$ cat config.mk
export PLATFORM = sky130hd
export DESIGN_NAME = fmul_pipe
export DESIGN_NICKNAME = d
export VERILOG_FILES = /design/src/rtl/fmul_pipe.sv
export SDC_FILE = /design/constraint.sdc
export NUM_CORES = 2
export LEC_CHECK = 0
export CORE_MARGIN = 5
export CORE_UTILIZATION = 45
export DETAILED_ROUTE_END_ITERATION = 10
export DONT_BUFFER_PORTS = 1
export PLACE_DENSITY = 0.57
export SYNTH_ARGS = -nofsm -noshare
export SYNTH_HDL_FRONTEND = slang
export SYNTH_SLANG_ARGS = --single-unit
export TNS_END_PERCENT = 100
$ cat constraint.sdc
create_clock -name clk -period 3.51 [get_ports clk]
set_input_delay 0.1755 -clock clk [delete_from_list [all_inputs] [get_ports clk]]
set_output_delay 0.1755 -clock clk [all_outputs]
set_load 0.1 [all_outputs]
$ cat src/rtl/fmul_pipe.sv
// Pipelined IEEE-754 single-precision multiplier with valid/ready handshake and tag sideband.
// The full product is formed before stage 0; later stages only carry finished results.
module fmul_pipe #(
  parameter int STAGES = 2,
  parameter int ROUND  = 1,
  parameter int TAG_W  = 5
) (
  input  logic             clk,
  input  logic             rstn,
  input  logic             in_valid,
  output logic             in_ready,
  input  logic [31:0]      x1,
  input  logic [31:0]      x2,
  input  logic [TAG_W-1:0] in_tag,
  output logic             out_valid,
  input  logic             out_ready,
  output logic [31:0]      y,
  output logic [TAG_W-1:0] out_tag,
  output logic             ovf,
  output logic             udf,
  output logic             nan
);
  localparam int L = STAGES - 1;

  typedef struct packed {
    logic [31:0]      y;
    logic [TAG_W-1:0] tag;
    logic             ovf;
    logic             udf;
    logic             nan;
  } res_t;

  res_t res_in;

  logic              s;
  logic [7:0]        e1, e2;
  logic [22:0]       m1, m2;
  logic              inf1, inf2, zero1, zero2, invalid;
  logic [47:0]       prod;
  logic [23:0]       sig;
  logic              g, r, st, inc;
  logic [24:0]       sig_r;
  logic signed [9:0] e_f;
  logic [22:0]       frac;

  always_comb begin
    s     = x1[31] ^ x2[31];
    e1    = x1[30:23];
    e2    = x2[30:23];
    m1    = x1[22:0];
    m2    = x2[22:0];
    inf1  = (e1 == 8'hFF) && (m1 == '0);
    inf2  = (e2 == 8'hFF) && (m2 == '0);
    zero1 = (e1 == 8'h00);
    zero2 = (e2 == 8'h00);
    invalid = ((e1 == 8'hFF) && (m1 != '0)) || ((e2 == 8'hFF) && (m2 != '0)) ||
              (inf1 && zero2) || (inf2 && zero1);

    prod = {24'd0, 1'b1, m1} * {24'd0, 1'b1, m2};
    if (prod[47]) begin
      sig = prod[47:24];
      g   = prod[23];
      r   = prod[22];
      st  = |prod[21:0];
    end else begin
      sig = prod[46:23];
      g   = prod[22];
      r   = prod[21];
      st  = |prod[20:0];
    end
    inc   = (ROUND != 0) && g && (r || st || sig[0]);
    sig_r = {1'b0, sig} + {24'd0, inc};
    // a rounding carry leaves 1.000..., so the fraction collapses to zero
    frac  = sig_r[24] ? 23'd0 : sig_r[22:0];
    e_f   = $signed({2'b00, e1}) + $signed({2'b00, e2}) - 10'sd127 +
            $signed({9'd0, prod[47]}) + $signed({9'd0, sig_r[24]});

    res_in     = '0;
    res_in.tag = in_tag;
    if (invalid) begin
      res_in.y   = 32'h7FC0_0000;
      res_in.nan = 1'b1;
    end else if (inf1 || inf2) begin
      res_in.y = {s, 8'hFF, 23'd0};
    end else if (zero1 || zero2) begin
      res_in.y = {s, 31'd0};
    end else if (e_f >= 10'sd255) begin
      res_in.y   = {s, 8'hFF, 23'd0};
      res_in.ovf = 1'b1;
    end else if (e_f <= 10'sd0) begin
      res_in.y   = {s, 31'd0};
      res_in.udf = 1'b1;
    end else begin
      res_in.y = {s, e_f[7:0], frac};
    end
  end

  logic [STAGES-1:0] vld_q, vld_d, adv;
  res_t [STAGES-1:0] pipe_q, pipe_d;

  // stage k moves when any stage at or beyond it has a hole, or the sink accepts
  always_comb begin
    logic full;
    adv = '0;
    for (int k = 0; k < STAGES; k++) begin
      full = 1'b1;
      for (int j = k; j < STAGES; j++) full = full & vld_q[j];
      adv[k] = out_ready | ~full;
    end
  end

  always_comb begin
    vld_d  = vld_q;
    pipe_d = pipe_q;
    if (adv[0]) begin
      vld_d[0] = in_valid;
      if (in_valid) pipe_d[0] = res_in;
    end
    for (int k = 1; k < STAGES; k++) begin
      if (adv[k]) begin
        vld_d[k] = vld_q[k-1];
        if (vld_q[k-1]) pipe_d[k] = pipe_q[k-1];
      end
    end
  end

  always_ff @(posedge clk or negedge rstn) begin
    if (!rstn) begin
      vld_q  <= '0;
      pipe_q <= '0;
    end else begin
      vld_q  <= vld_d;
      pipe_q <= pipe_d;
    end
  end

  assign in_ready  = adv[0];
  assign out_valid = vld_q[L];
  assign y         = pipe_q[L].y;
  assign out_tag   = pipe_q[L].tag;
  assign ovf       = pipe_q[L].ovf & vld_q[L];
  assign udf       = pipe_q[L].udf & vld_q[L];
  assign nan       = pipe_q[L].nan & vld_q[L];
endmodule
; ---- After elaboration in Yosys (flattened, before gate mapping)
; Index checks and enable logic that the tools add are counted.
; Widths: inputs -> output; s select.
[op_classes]
bitwise = 9
magnitude_cmp = 2
addsub = 5
reduce_logical = 24
mul = 1
n_eq_ne = 2
muxes = 17
[ops]
columns = op, count
row1 = $mux 31, 4
row2 = $mul 24x24->48, 1
row3 = $logic_not 23->1, 2
row4 = $reduce_bool 23->1, 2
row5 = $mux 32, 1
row6 = $add 24x1->25, 1
row7 = $mux 24, 1
row8 = $mux 23, 1
row9 = $reduce_or 22->1, 1
row10 = $reduce_or 21->1, 1
row11 = $add 10x2->10, 2
row12 = $eq 8x8->1 const B, 2
row13 = $logic_not 8->1, 2
row14 = $ge 10x9->1 const B, 1
row15 = $le 10x1->1 const B, 1
row16 = $sub 9x7->10 const B, 1
row17 = $add 8x8->9, 1
row18 = $logic_and 1x1->1, 7
row19 = $logic_or 1x1->1, 7
row20 = $mux 1, 7
row21 = $mux 2, 3
row22 = $and 1x1->1, 4
row23 = $reduce_and 2->1, 2
row24 = $not 1->1, 2
row25 = other kinds (2), 3
[word_totals]
output_inout_bits = 42
reg_bits = 82
input_bits = 73
elab_cells = 72

; ---- Longest topological paths before layout
[depth]
depth_word = 14
ltp_mapped = 52
depth_no_buf = 47

; ---- Worst setup path after synthesis
; OpenSTA, ideal clock, no wires.
[synth_timing]
path_kind = input-to-reg
start = in x2[3]
end = reg pipe_q[19] in the netlist's numbering
t_required_ns = 3.445
stages = 51
setup_time_ns = 0.065
n_path_buf = 7
t_arrival_ns = 11.567
setup_slack_ns = -8.122
path_cell_list = clkbuf_1 nand2_1 fa_1 inv_1 fa_1 inv_1 fa_1 inv_1 fa_1 inv_1 fa_1 inv_1 fa_1 inv_1 fa_1 inv_1 ha_1 clkbuf_1 (+15 left out) nand4_1 nor3_1 fa_1 inv_1 fa_1 nor2b_1 o21ai_0 a21boi_0 o21ai_0 a21boi_0 a21oi_1 and4_1 a221oi_1 nand4_1 o21ba_2 buf_2 o311ai_1 nand2_1
[synth_via]
elab_chain_cells = 14
elab_cells_between_ends = 30
classes_between = 3 x add/sub / 1 x mul / 2 x order compare / 10 x mux / 14 x reduce/logical
[synth_lines]
columns = item, line
row1 = "start, declared", 13  ; input logic [31:0] x2,
row2 = $mul 24x24->48, 59  ; prod = {24'd0, 1'b1, m1} * {24'd0, 1'b1, m2};
row3 = $reduce_or 22->1 / $reduce_or 21->1 (equally long branches), "64, 69"
row4 = $mux 1, 60  ; if (prod[47]) begin
row5 = $logic_or 1x1->1 (2 in series), 71  ; inc = (ROUND != 0) && g && (r || st || sig[0]);
row6 = $logic_and 1x1->1, 71
row7 = $add 24x1->25, 72  ; sig_r = {1'b0, sig} + {24'd0, inc};
row8 = $add 10x2->10, 76  ; $signed({9'd0, prod[47]}) + $signed({9'd0, sig_r[24]});
row9 = $le 10x1->1, 90  ; end else if (e_f <= 10'sd0) begin
row10 = $mux 31, 90
row11 = $mux 31, 87  ; end else if (e_f >= 10'sd255) begin
row12 = $mux 31, 85  ; end else if (zero1 || zero2) begin
row13 = $mux 31, 83  ; end else if (inf1 || inf2) begin
row14 = $mux 32 (*), 80  ; if (invalid) begin
row15 = "end signal, assigned", 133  ; pipe_q <= pipe_d;
row16 = "end, declared", 99  ; res_t [STAGES-1:0] pipe_q, pipe_d;
; Every way passes the cells marked *; elsewhere a longest branch is shown, timed or not.
; A chain may end at the register's enable or synchronous reset.

; ---- Worst setup path after layout
[layout_timing]
start = in x2[9]
end = reg pipe_q[23] in the netlist's numbering
; The elaborated chain is that of the path after synthesis.

==> qor.txt <==
Critical Path RT - 3.78 ns
Worst min-delay path class - input pin to flop
Root buffer cell - clkbuf_16
First-pass GRT wire length - 121700 um
Drt via density - 5.453
Simple-gate share of the synthesized area - 18.81%
Filler cells - 5060
Worst slew margin - 28.79%
Measured slew at the worst slew-check pin - 1.066 ns
Half-perimeter wire length after placement - 59970 um
Max stage delay on crit path - 0.61 ns
Setup-failing EPs final - 33
Sink Count - 82
Warnings from Yosys - 0
Mapped cell area - 24790 um^2
Clk_lat worst skew - 0.34 ns
Via Count - 20781
Yosys top cell by area - fa_1
Top Family by Delay on Critical Path - adder cells
Max Buffers Root-to-Sink - 2
Maximum clock rate - 0.09985 GHz
DRT iter0 DRCs - 1341
Drt pass-1 iters - 5
Period utilisation layout - 285.3%
Post-synthesis compound-gate area fraction - 8.365%
I/O Pins - 115
Sequential area share after synthesis - 8.279%
CTS clk-pin slew, worst paths - 0.06 ns
H-tree depth - 3
Final Hold Fails - 0
DR WL/cell - 19.74 um
Die area - 59870 um^2
Synth async-reset ratio - 100.0%
Area of the multi-input gates - 20500 um^2
#FFs+latches synth - 82
Antenna Diode Count - 0
Max-cap violations - 0
Remaining global-route overflow - 0
Post-synth top area share - 39.09%
Chip width - 244.7 um
Syn_nets - 3600
Remaining DRCs - 0
Antenna viol nets, final - 0
Metal2 WL - 37380 um
Input/output buffers - 0
Cell Rows - 86
Final #Nets - 3849
Multiplexer share of the synthesized area - 2.065%
Initial antenna violation count - 0
Crit path buf inv count - 13
Kind of critical path - input pin to flop
Worst path most repeated cell - fa_1
Setup crit start kind - input pin
Fin crit period - 10.01 ns
Area grow syn2layout - 17.60%
Total track usage - 25.54%
Status - complete, but fails checks
Syn Area/Cell - 8.684 um^2
Worst setup EP type - flop
RSZ-0062 raised after global routing - yes
Pre-CTS setup slack - -7.045 ns
Top routing layer in use - met4
Vias in the first global route - 23055
Worst Path Max Fanout - 25
Worst path slowest cell - fa_2
EDFF count, synth - 0
Final GP Congestion - 0.9058
Core Footprint - 54880 um^2
Critical Path AT - 10.28 ns
Met1 Routed Length - 30180 um
Storage cell area - 2052 um^2
Starting Density - 45.16%
XOR/XNOR Fraction of Synth Area - 1.590%
Largest cells by area after synthesis - fa_1 (39%), ha_1 (9.5%), inv_1 (9.1%)
Clock Skew - 0.008293 ns
Total wire length - 75250 um
Synth Area in Adders - 48.63%
Cts bufs inserted - 9
Largest net degree at the start of global routing - 83
Yosys cell types - 77
Main combinational cell family by area after synthesis - adder cells
Die height - 244.7 um
Layout cell share with drive strength beyond 1 - 19.60%
Met3 Routed Length - 4967 um
Final WS setup - -6.505 ns
Primary FF master, synth - dfrtp_1
TritonCTS clock tree - done
Slew Viols, Final - 0
Violated checks - negative setup slack
Mapped Cells - 2854
[cells by family (layout without fill, tap and decap cells)]
group / after synthesis / count (layout)
AOI/OAI and AO/OA: 300 / 300
and+or+nand+nor: 939 / 939
buffers and inverters: 769 / 1022
muxes: 46 / 46
adders and majority gates: 673 / 673
xor gates and xnor gates: 45 / 45
DFF: 82 / 82
[cells in the final DEF (no fill, tap or decap), types with 13 or more instances in the layout]
cell	count
nand2_1	358
buf_4	380
nor4_1	21
and2_1	247
a22o_1	16
o21ai_1	16
or3_1	14
nand4_1	27
a21o_1	20
nor2_1	97
nand3_1	36
mux2_2	41
ha_1	176
inv_1	585
o21ai_0	37
dfrtp_1	82
buf_6	16
nor3_1	32
fa_1	471
fa_2	13
a21oi_1	50
xnor2_1	31
[metrics by stage]
stage               utilization [%]  instance area (um^2)  cells  hold slack (ns)  setup TNS [ns]
floorplan                         -                 25260   2854          -0.1201         -221.62
finish                        53.11                 29150   3811          0.03440         -211.13
global placement              50.57                 27750   3744          -0.1182         -218.13
CTS                           52.29                 28700   3805          0.02921         -208.99
detailed placement            50.57                 27750   3744          -0.1188         -228.15
global route                  53.11                 29150   3811          0.05345         -223.95
[synth_stat cells, types with 17 or more instances]
| library cell | n |
|---|---|
| nor3_1 | 34 |
| nor2_1 | 109 |
| o21ai_1 | 17 |
| nand3_1 | 42 |
| buf_4 | 38 |
| o21ai_0 | 43 |
| ha_1 | 189 |
| and2_1 | 256 |
| xnor2_1 | 31 |
| a21o_1 | 20 |
| a21oi_1 | 65 |
| inv_1 | 598 |
| mux2_2 | 41 |
| nand2_1 | 372 |
| nand4_1 | 27 |
| dfrtp_1 | 82 |
| clkbuf_1 | 125 |
| nor4_1 | 23 |
| fa_1 | 484 |
[worst paths after layout]
kind | depth (start not counted) | end | slack [ns] | startpoint
max in group asynchronous | 2 | y[18]$_DFFE_PN0P_ | 2.76 | rstn
hold / removal | 2 | pipe_q[39]$_DFFE_PN0P_ | 0.03 | x1[31]
hold reg to reg | 2 | pipe_q[4]$_DFFE_PN0P_ | 0.48 | pipe_q[4]$_DFFE_PN0P_
setup reg to reg | 7 | pipe_q[30]$_DFFE_PN0P_ | 0.70 | vld_q[1]$_DFFE_PN0N_
min in group asynchronous | 2 | out_tag[3]$_DFFE_PN0P_ | 0.41 | rstn
setup / recovery | 46 | pipe_q[23]$_DFFE_PN0P_ | -6.50 | x2[9]
[area by class of cell]
| type | instances | share of cell area (%) |
|---|---|---|
| Timing Repair Buffer | 405 | 10.81 |
| Inverter | 602 | 7.843 |
| Tap cell | 704 | 3.022 |
| Clock buffer | 11 | 0.8671 |
| Multi-Input combinational cell | 2003 | 70.33 |
| Clock inverter | 4 | 0.09444 |
| Sequential cell | 82 | 7.040 |
[worst register-to-register path, stage by stage (launching register included)]
cell and delay [ns]:
dfrtp_1 0.36, buf_4 0.24, nand3b_1 0.12, buf_4 0.31, nand2_1 0.67, a221oi_1 0.63
nand3_4 0.11, o32ai_2 0.28
[registers in the layout, indices dropped and copies added (netlist names)]
| signal | cells |
|---|---|
| pipe_q | 43 |
| y | 32 |
| out_tag | 5 |
| vld_q | 2 |
[repair_timing]
action / 4_1_cts / 5_1_grt
hold buffers: 8 / 0
pin swaps: 33 / 56
hold endpoints to repair: 88 / 0
endpoints found under the setup margin: 33 / 33
resized for setup: 63 / 82
buffers inserted: 38 / 11
[metal layers]
metal | vias to the layer above | GRT usage, %
met5 | - | 0
li1 | 9298 | -
met2 | 663 | 44.80
met4 | 0 | 7.640
met3 | 154 | 4.976
met1 | 10666 | 32.16
Power is not shown: default switching activity piles up to over one toggle a cycle in this logic, so the estimate is an artifact.
